===== config.mk =====
export PLATFORM = sky130hd
export DESIGN_NAME = pix_cmp_acc_flat
export DESIGN_NICKNAME = d
export VERILOG_FILES = /design/src/rtl/pix_cmp_acc_if.sv /design/src/rtl/pix_cmp_acc.sv /design/src/flat_wrapper.sv
export SDC_FILE = /design/constraint.sdc
export NUM_CORES = 1
export LEC_CHECK = 0
export CAP_MARGIN = 30
export CORE_AREA = 2 2 231 233
export DETAILED_ROUTE_END_ITERATION = 16
export DIE_AREA = 0 0 233 235
export HOLD_SLACK_MARGIN = 0.1
export PLACE_DENSITY = 0.73
export SLEW_MARGIN = 0
export SYNTH_ARGS = -nofsm -noshare
export SYNTH_HDL_FRONTEND = slang
export SYNTH_SLANG_ARGS = --single-unit

===== constraint.sdc =====
create_clock -name clk -period 17.51 [get_ports clk]
set_clock_uncertainty 0.1 [all_clocks]
set_input_delay 3.502 -clock clk [delete_from_list [all_inputs] [get_ports clk]]
set_output_delay 3.502 -clock clk [all_outputs]
set_load 0.005 [all_outputs]

===== src/rtl/pix_cmp_acc_if.sv =====
// +--------------------------------------------------------------------------+
// | pix_cmp_acc_if : pixel-pair stream, control and result bundle            |
// | PIX_CMP_MAX_EN adds the per-channel max_diff result.  Rev 1.0            |
// +--------------------------------------------------------------------------+
`default_nettype none

interface pix_cmp_acc_if #(
    parameter int CH_NUM = 3,
    parameter int PIX_W  = 8,
    parameter int WIDTH  = 640,
    parameter int HEIGHT = 480,
    parameter int ACC_W  = 2*PIX_W + $clog2(WIDTH*HEIGHT) + 1,
    parameter int TOT_W  = ACC_W + $clog2(CH_NUM) + 1
);
    logic                      start;
    logic [TOT_W-1:0]          threshold;
    logic                      pix_valid;
    logic                      pix_ready;
    logic [CH_NUM*PIX_W-1:0]   a_pix;
    logic [CH_NUM*PIX_W-1:0]   b_pix;
    logic                      busy;
    logic                      done;
    logic [CH_NUM*ACC_W-1:0]   ch_loss;
    logic [TOT_W-1:0]          total_loss;
    logic                      match;
`ifdef PIX_CMP_MAX_EN
    logic [CH_NUM*PIX_W-1:0]   max_diff;

    modport master (
        output start, threshold, pix_valid, a_pix, b_pix,
        input  pix_ready, busy, done, ch_loss, total_loss, match, max_diff
    );
    modport slave (
        input  start, threshold, pix_valid, a_pix, b_pix,
        output pix_ready, busy, done, ch_loss, total_loss, match, max_diff
    );
`else
    modport master (
        output start, threshold, pix_valid, a_pix, b_pix,
        input  pix_ready, busy, done, ch_loss, total_loss, match
    );
    modport slave (
        input  start, threshold, pix_valid, a_pix, b_pix,
        output pix_ready, busy, done, ch_loss, total_loss, match
    );
`endif
endinterface

`default_nettype wire


===== src/rtl/pix_cmp_acc.sv =====
// +--------------------------------------------------------------------------+
// | pix_cmp_acc : streaming per-channel sum-of-squared-differences comparator|
// | Optional macro PIX_CMP_MAX_EN adds max |a-b| per channel.  Rev 1.0       |
// +--------------------------------------------------------------------------+
`default_nettype none

module pix_cmp_acc #(
    parameter int CH_NUM = 3,
    parameter int PIX_W  = 8,
    parameter int WIDTH  = 640,
    parameter int HEIGHT = 480,
    parameter int ACC_W  = 2*PIX_W + $clog2(WIDTH*HEIGHT) + 1,
    parameter int TOT_W  = ACC_W + $clog2(CH_NUM) + 1
) (
    input  logic              clk,
    input  logic              rst,
    pix_cmp_acc_if.slave      bus
);
    localparam int NPIX  = WIDTH * HEIGHT;
    localparam int CNT_W = (NPIX > 1) ? $clog2(NPIX) : 1;
    localparam logic [CNT_W-1:0] LAST_PIX = CNT_W'(NPIX - 1);

    localparam logic [1:0] S_IDLE  = 2'd0;
    localparam logic [1:0] S_RUN   = 2'd1;
    localparam logic [1:0] S_DRAIN = 2'd2;
    localparam logic [1:0] S_DONE  = 2'd3;

    logic [1:0]             r_state;
    logic [1:0]             w_next;
    logic                   w_ready;
    logic                   w_busy;
    logic                   w_done;
    logic                   w_start;
    logic                   w_xfer;
    logic                   w_empty;
    logic                   w_finish;

    logic [CNT_W-1:0]       r_pix_cnt;
    logic                   r_s1_v;
    logic                   r_s2_v;
    logic                   r_s3_v;
    logic signed [PIX_W:0]  r_d   [CH_NUM];
    logic [PIX_W-1:0]       w_abs [CH_NUM];
    logic [2*PIX_W-1:0]     r_sq  [CH_NUM];
    logic [ACC_W-1:0]       r_acc [CH_NUM];
    logic [TOT_W-1:0]       r_thresh;
    logic [TOT_W-1:0]       r_total;
    logic [TOT_W-1:0]       w_total;
    logic                   r_match;
`ifdef PIX_CMP_MAX_EN
    logic [PIX_W-1:0]       r_max [CH_NUM];
`endif

    assign w_start  = bus.start && (r_state == S_IDLE);
    assign w_xfer   = bus.pix_valid && w_ready;
    assign w_empty  = !(r_s1_v || r_s2_v || r_s3_v);
    assign w_finish = (r_state == S_DRAIN) && w_empty;

    always_ff @(posedge clk) begin
        if (rst) begin
            r_state <= S_IDLE;
        end else begin
            r_state <= w_next;
        end
    end

    always_comb begin
        w_next = r_state;
        case (r_state)
            S_IDLE:  if (w_start) w_next = S_RUN;
            S_RUN:   if (w_xfer && (r_pix_cnt == LAST_PIX)) w_next = S_DRAIN;
            S_DRAIN: if (w_empty) w_next = S_DONE;
            S_DONE:  w_next = S_IDLE;
            default: w_next = S_IDLE;
        endcase
    end

    always_comb begin
        w_ready = 1'b0;
        w_busy  = 1'b0;
        w_done  = 1'b0;
        case (r_state)
            S_RUN:   begin w_ready = 1'b1; w_busy = 1'b1; end
            S_DRAIN: w_busy = 1'b1;
            S_DONE:  w_done = 1'b1;
            default: ;
        endcase
    end

    // Magnitude of the stage-1 difference; feeds both the squarer and max tracking.
    always_comb begin
        for (int k = 0; k < CH_NUM; k++) begin
            w_abs[k] = r_d[k][PIX_W] ? PIX_W'(-r_d[k]) : PIX_W'(r_d[k]);
        end
    end

    always_comb begin
        w_total = '0;
        for (int k = 0; k < CH_NUM; k++) begin
            w_total = w_total + TOT_W'(r_acc[k]);
        end
    end

    always_ff @(posedge clk) begin
        if (rst) begin
            r_pix_cnt <= '0;
            r_s1_v    <= 1'b0;
            r_s2_v    <= 1'b0;
            r_s3_v    <= 1'b0;
            r_thresh  <= '0;
            r_total   <= '0;
            r_match   <= 1'b0;
            for (int k = 0; k < CH_NUM; k++) begin
                r_d[k]   <= '0;
                r_sq[k]  <= '0;
                r_acc[k] <= '0;
`ifdef PIX_CMP_MAX_EN
                r_max[k] <= '0;
`endif
            end
        end else begin
            r_s1_v <= w_xfer;
            r_s2_v <= r_s1_v;
            r_s3_v <= r_s2_v;
            if (w_start) begin
                r_pix_cnt <= '0;
                r_thresh  <= bus.threshold;
                r_total   <= '0;
                r_match   <= 1'b0;
            end else if (w_xfer) begin
                r_pix_cnt <= (r_pix_cnt == LAST_PIX) ? '0 : r_pix_cnt + 1'b1;
            end
            if (w_finish) begin
                r_total <= w_total;
                r_match <= (w_total <= r_thresh);
            end
            for (int k = 0; k < CH_NUM; k++) begin
                if (w_xfer) begin
                    r_d[k] <= $signed({1'b0, bus.a_pix[k*PIX_W +: PIX_W]})
                            - $signed({1'b0, bus.b_pix[k*PIX_W +: PIX_W]});
                end
                if (r_s1_v) begin
                    r_sq[k] <= {{PIX_W{1'b0}}, w_abs[k]} * {{PIX_W{1'b0}}, w_abs[k]};
                end
                if (w_start) begin
                    r_acc[k] <= '0;
                end else if (r_s2_v) begin
                    r_acc[k] <= r_acc[k] + ACC_W'(r_sq[k]);
                end
`ifdef PIX_CMP_MAX_EN
                if (w_start) begin
                    r_max[k] <= '0;
                end else if (r_s1_v && (w_abs[k] > r_max[k])) begin
                    r_max[k] <= w_abs[k];
                end
`endif
            end
        end
    end

    generate
        for (genvar k = 0; k < CH_NUM; k++) begin : g_out
            assign bus.ch_loss[k*ACC_W +: ACC_W] = r_acc[k];
`ifdef PIX_CMP_MAX_EN
            assign bus.max_diff[k*PIX_W +: PIX_W] = r_max[k];
`endif
        end
    endgenerate

    assign bus.pix_ready  = w_ready;
    assign bus.busy       = w_busy;
    assign bus.done       = w_done;
    assign bus.total_loss = r_total;
    assign bus.match      = r_match;

endmodule

`default_nettype wire


===== src/flat_wrapper.sv =====
// flat-port wrapper written by rule: the top's interface ports become plain ports
module pix_cmp_acc_flat 
#(
    parameter int CH_NUM = 3,
    parameter int PIX_W  = 8,
    parameter int WIDTH  = 640,
    parameter int HEIGHT = 480,
    parameter int ACC_W  = 2*PIX_W + $clog2(WIDTH*HEIGHT) + 1,
    parameter int TOT_W  = ACC_W + $clog2(CH_NUM) + 1
)
  (clk, rst, bus_start, bus_threshold, bus_pix_valid, bus_a_pix, bus_b_pix, bus_pix_ready, bus_busy, bus_done, bus_ch_loss, bus_total_loss, bus_match);
  pix_cmp_acc_if #(.CH_NUM(CH_NUM), .PIX_W(PIX_W), .WIDTH(WIDTH), .HEIGHT(HEIGHT), .ACC_W(ACC_W), .TOT_W(TOT_W)) bus_i ();
  input  logic clk;
  input  logic rst;
  input wire logic [$bits(bus_i.start)-1:0] bus_start;
  input wire logic [$bits(bus_i.threshold)-1:0] bus_threshold;
  input wire logic [$bits(bus_i.pix_valid)-1:0] bus_pix_valid;
  input wire logic [$bits(bus_i.a_pix)-1:0] bus_a_pix;
  input wire logic [$bits(bus_i.b_pix)-1:0] bus_b_pix;
  output wire logic [$bits(bus_i.pix_ready)-1:0] bus_pix_ready;
  output wire logic [$bits(bus_i.busy)-1:0] bus_busy;
  output wire logic [$bits(bus_i.done)-1:0] bus_done;
  output wire logic [$bits(bus_i.ch_loss)-1:0] bus_ch_loss;
  output wire logic [$bits(bus_i.total_loss)-1:0] bus_total_loss;
  output wire logic [$bits(bus_i.match)-1:0] bus_match;
  assign bus_i.start = bus_start;
  assign bus_i.threshold = bus_threshold;
  assign bus_i.pix_valid = bus_pix_valid;
  assign bus_i.a_pix = bus_a_pix;
  assign bus_i.b_pix = bus_b_pix;
  assign bus_pix_ready = bus_i.pix_ready;
  assign bus_busy = bus_i.busy;
  assign bus_done = bus_i.done;
  assign bus_ch_loss = bus_i.ch_loss;
  assign bus_total_loss = bus_i.total_loss;
  assign bus_match = bus_i.match;
  pix_cmp_acc #(.CH_NUM(CH_NUM), .PIX_W(PIX_W), .WIDTH(WIDTH), .HEIGHT(HEIGHT), .ACC_W(ACC_W), .TOT_W(TOT_W)) u_core (.clk(clk), .rst(rst), .bus(bus_i));
endmodule

==> metrics.md <==
| Metric | Value |
|---|---|
| Run status | `complete, no violations` |
| Most used flip-flop cell after synthesis | `sky130_fd_sc_hd__edfxtp_1` |
| Combined area of the multi-input logic cells | `14900 um2` |
| Starting density of the core | `44.7%` |
| Fraction of final layout cells with drive strength greater than 1 | `3.66%` |
| Type of the setup path with the least slack | `reg2reg` |
| H-tree depth | `2` |
| Share of async-settable or async-resettable flops after synthesis | `0%` |
| Combinational family with the most area after synthesis | `adder cells` |
| Number of violations of the max-capacitance limit | `0` |
| Number of buffers created by CTS | `34` |
| Maximum buffer depth of the clock tree | `3` |
| EDFF count, synth | `180` |
| Critical-path top delay cell | `sky130_fd_sc_hd__o32ai_1` |
| Clock slew seen by the registers of the worst setup and hold paths | `60 ps` |
| Share of the clock period used by the worst path | `37.0%` |
| Hold/Removal Path Class | `reg2reg` |
| Top fanout value on the critical path | `6` |
| Antenna violations before repair | `0` |
| TritonCTS sink count | `282` |
| RSZ-0062 raised after global routing | `no` |
| DRC violation count after routing | `0` |
| Yosys warning count | `0` |
| Dominant cell by count in the synthesized netlist | `sky130_fd_sc_hd__nor2_1` |
| Top delay family on crit path | `compound AO/OA/AOI/OAI gates` |
| Global-route congestion overflow total | `0` |
| Required time of the critical path | `17880 ps` |
| Average footprint of a synthesized cell | `9.06 um2` |
| Post-cts hold buffer count | `0` |
| Final GP Congestion | `0.927` |
| Die Span Y | `235 um` |
| Post-CTS Setup Bufs | `0` |
| Largest net degree at the start of global routing | `78` |
| First-iteration detailed-routing DRC count | `1026` |
| Most prevalent standard cell on the critical path | `sky130_fd_sc_hd__a21o_1` |
| Adder-cell share of the synthesized area | `21.9%` |
| Vias per std cell | `5.45` |
| Arrival @ worst endpoint | `6850 ps` |
| Kind of start point of the critical path | `flip-flop` |
| Fraction of synthesized area in multiplexers | `0.305%` |
| Xor and xnor area share after synthesis | `9.34%` |
| Power density of the placed cells | `156 nW/um2` |
| Final Max Slew Viols | `0` |
| Number of endpoints failing setup at the final stage | `0` |
| Cell types with the highest counts after synthesis | `sky130_fd_sc_hd__nor2_1, sky130_fd_sc_hd__ha_1, sky130_fd_sc_hd__inv_1` |
| Drt wl/cell | `16.8 um` |
| Chip Width | `233 um` |
| Area occupied by registers | `7450 um2` |
| Via count of the routed design | `19200` |
| Total standard cell area after synthesis | `23400 um2` |
| Achievable frequency | `0.154 GHz` |
| Remaining antenna violation count | `0` |
| Routed wire length | `59300 um` |
| Worst skew pair latency | `540 ps` |
| Cell count after synthesis | `2579` |
| Number of distinct library cell variants in the gate-level netlist after synthesis | `77` |
| Seq cells post-synth | `282` |
| Total routing resource utilization after global routing | `21.3%` |
| Kind of capture point of the worst setup path | `flip-flop` |
| Cell types with the largest area share after synthesis | `sky130_fd_sc_hd__edfxtp_1, sky130_fd_sc_hd__ha_1, sky130_fd_sc_hd__dfxtp_1` |
| Floorplan core area | `52200 um2` |
| IO Pins | `242` |
| Area enclosed by the die boundary | `54800 um2` |
| Antenna cells | `0` |
| Worst relative slew slack | `47.1%` |
| First-pass GRT wire length | `95400 um` |
| Static Leak | `12.2 nW` |
| Area added between synthesis and finish | `18.9%` |
| Post-detailed-placement half-perimeter wirelength | `47300 um` |
| Filler cell count in the final layout | `4644` |
| Post-layout min period | `6480 ps` |
| Fraction of the mapped netlist area in simple logic gates | `16.6%` |
| Peak ir drop on the vdd network | `0.113 mV` |
| Post-route insts no fill | `3526` |
| Transition time at the pin with the least slew margin | `791 ps` |
| Post-synthesis compound-gate area fraction | `15.4%` |
| TNS Setup | `0 ps` |
| Pre-antenna DRT Iters | `7` |
| # resized after CTS | `0` |
| Std-Cell Rows | `84` |
| Final count of hold timing violations | `0` |
| Count of nets after finishing | `3264` |
| Clock root buffer master | `sky130_fd_sc_hd__clkbuf_16` |
| Buffers added on ports | `240` |
| Clock tree from TritonCTS | `done` |
| Top-area cell type share of the netlist area | `23.1%` |
| Crit path buffers/inverters | `1` |
| Peak per-stage delay on the critical path | `470 ps` |
| Sequential fraction of the synthesis area | `31.9%` |
| Cell total after placement | `3462` |
| Cell accounting for the most synthesized area | `sky130_fd_sc_hd__edfxtp_1` |
| Via count of the first global-routing pass | `19200` |
==> placed cells by master (no fill, tap or decap), drive strengths merged, types with 102 or more instances in the layout <==
cell	instances
edfxtp	180
a21oi	196
xor2	110
inv	216
ha	280
nand2	206
clkdlybuf4s50	239
nor2	314
dfxtp	102
xnor2	139
==> cell families after synthesis <==
group,count (synthesis)
other,1
XOR/XNOR,249
AND/OR/NAND/NOR,845
flip-flops,282
multiplexers,7
buffers and inverters,282
AO/OA/AOI/OAI,553
adder cells (fa/ha/maj),360
==> per-stage QoR <==
stage          utilization (%)  hold WS, ps  area, um2  worst slack [ps]  power [mW]
5_1_grt                   53.2          377      27800             10520        4.72
3_3_place_gp              50.7          348      26500             11360        3.49
2_1_floorplan                -          336      23400             11520        2.90
3_5_place_dp              50.9          348      26600             11120        3.59
4_1_cts                   53.1          355      27700             11080        4.34
6_report                  53.2          355      27800             11030        4.32
==> power by group <==
part | leakage (nW) | switching [mW] | internal, mW
clock network | 0.567 | 0.281 | 0.441
registers | 2.75 | 0.103 | 0.828
logic | 8.83 | 1.49 | 1.18
total | 12.2 | 1.87 | 2.45
==> state kept, by name, summed over array words and instances (netlist names), 2 cells and up <==
signal,cells
u_core.r_thresh,39
u_core.r_d,27
u_core.r_state,2
u_core.r_sq,45
u_core.r_pix_cnt,19
u_core.bus.total_loss,38
u_core.r_acc,108
==> area by class of cell <==
cell class,count,area share [%]
clock buffer,53,3.91
clock inverter,8,0.234
inverter,216,2.92
multi-input combinational,2021,53.6
sequential,282,26.8
tap,688,3.10
timing repair buffer,258,9.43
==> worst register-to-register path, delay by kind of cell (launching register included) <==
family                   cells  cell delay (ps)
AND/OR/NAND/NOR              6              770
buffers and inverters        1              130
flip-flops                   1              460
adder cells (fa/ha/maj)      3              980
AO/OA/AOI/OAI               17             3530
XOR/XNOR                     2              400
==> path summary, 6_finish.rpt <==
kind         slack, ps                start  cells after the start                   to
max              11030   u_core.r_acc[0][1]                     29     u_core.bus.match
min                350  u_core.r_thresh[15]                      2  u_core.r_thresh[15]
max reg2reg      11030   u_core.r_acc[0][1]                     29     u_core.bus.match
min reg2reg        350  u_core.r_thresh[15]                      2  u_core.r_thresh[15]
==> routing by layer <==
layer	part of all wire [%]	track usage [%]	up-vias
li1	-	-	9467
met5	0	0	-
met2	49	37.9	495
met1	41	25.2	9137
met4	3.6	8.13	0
met3	5.8	3.82	115
(Power assumes the default switching activity.)
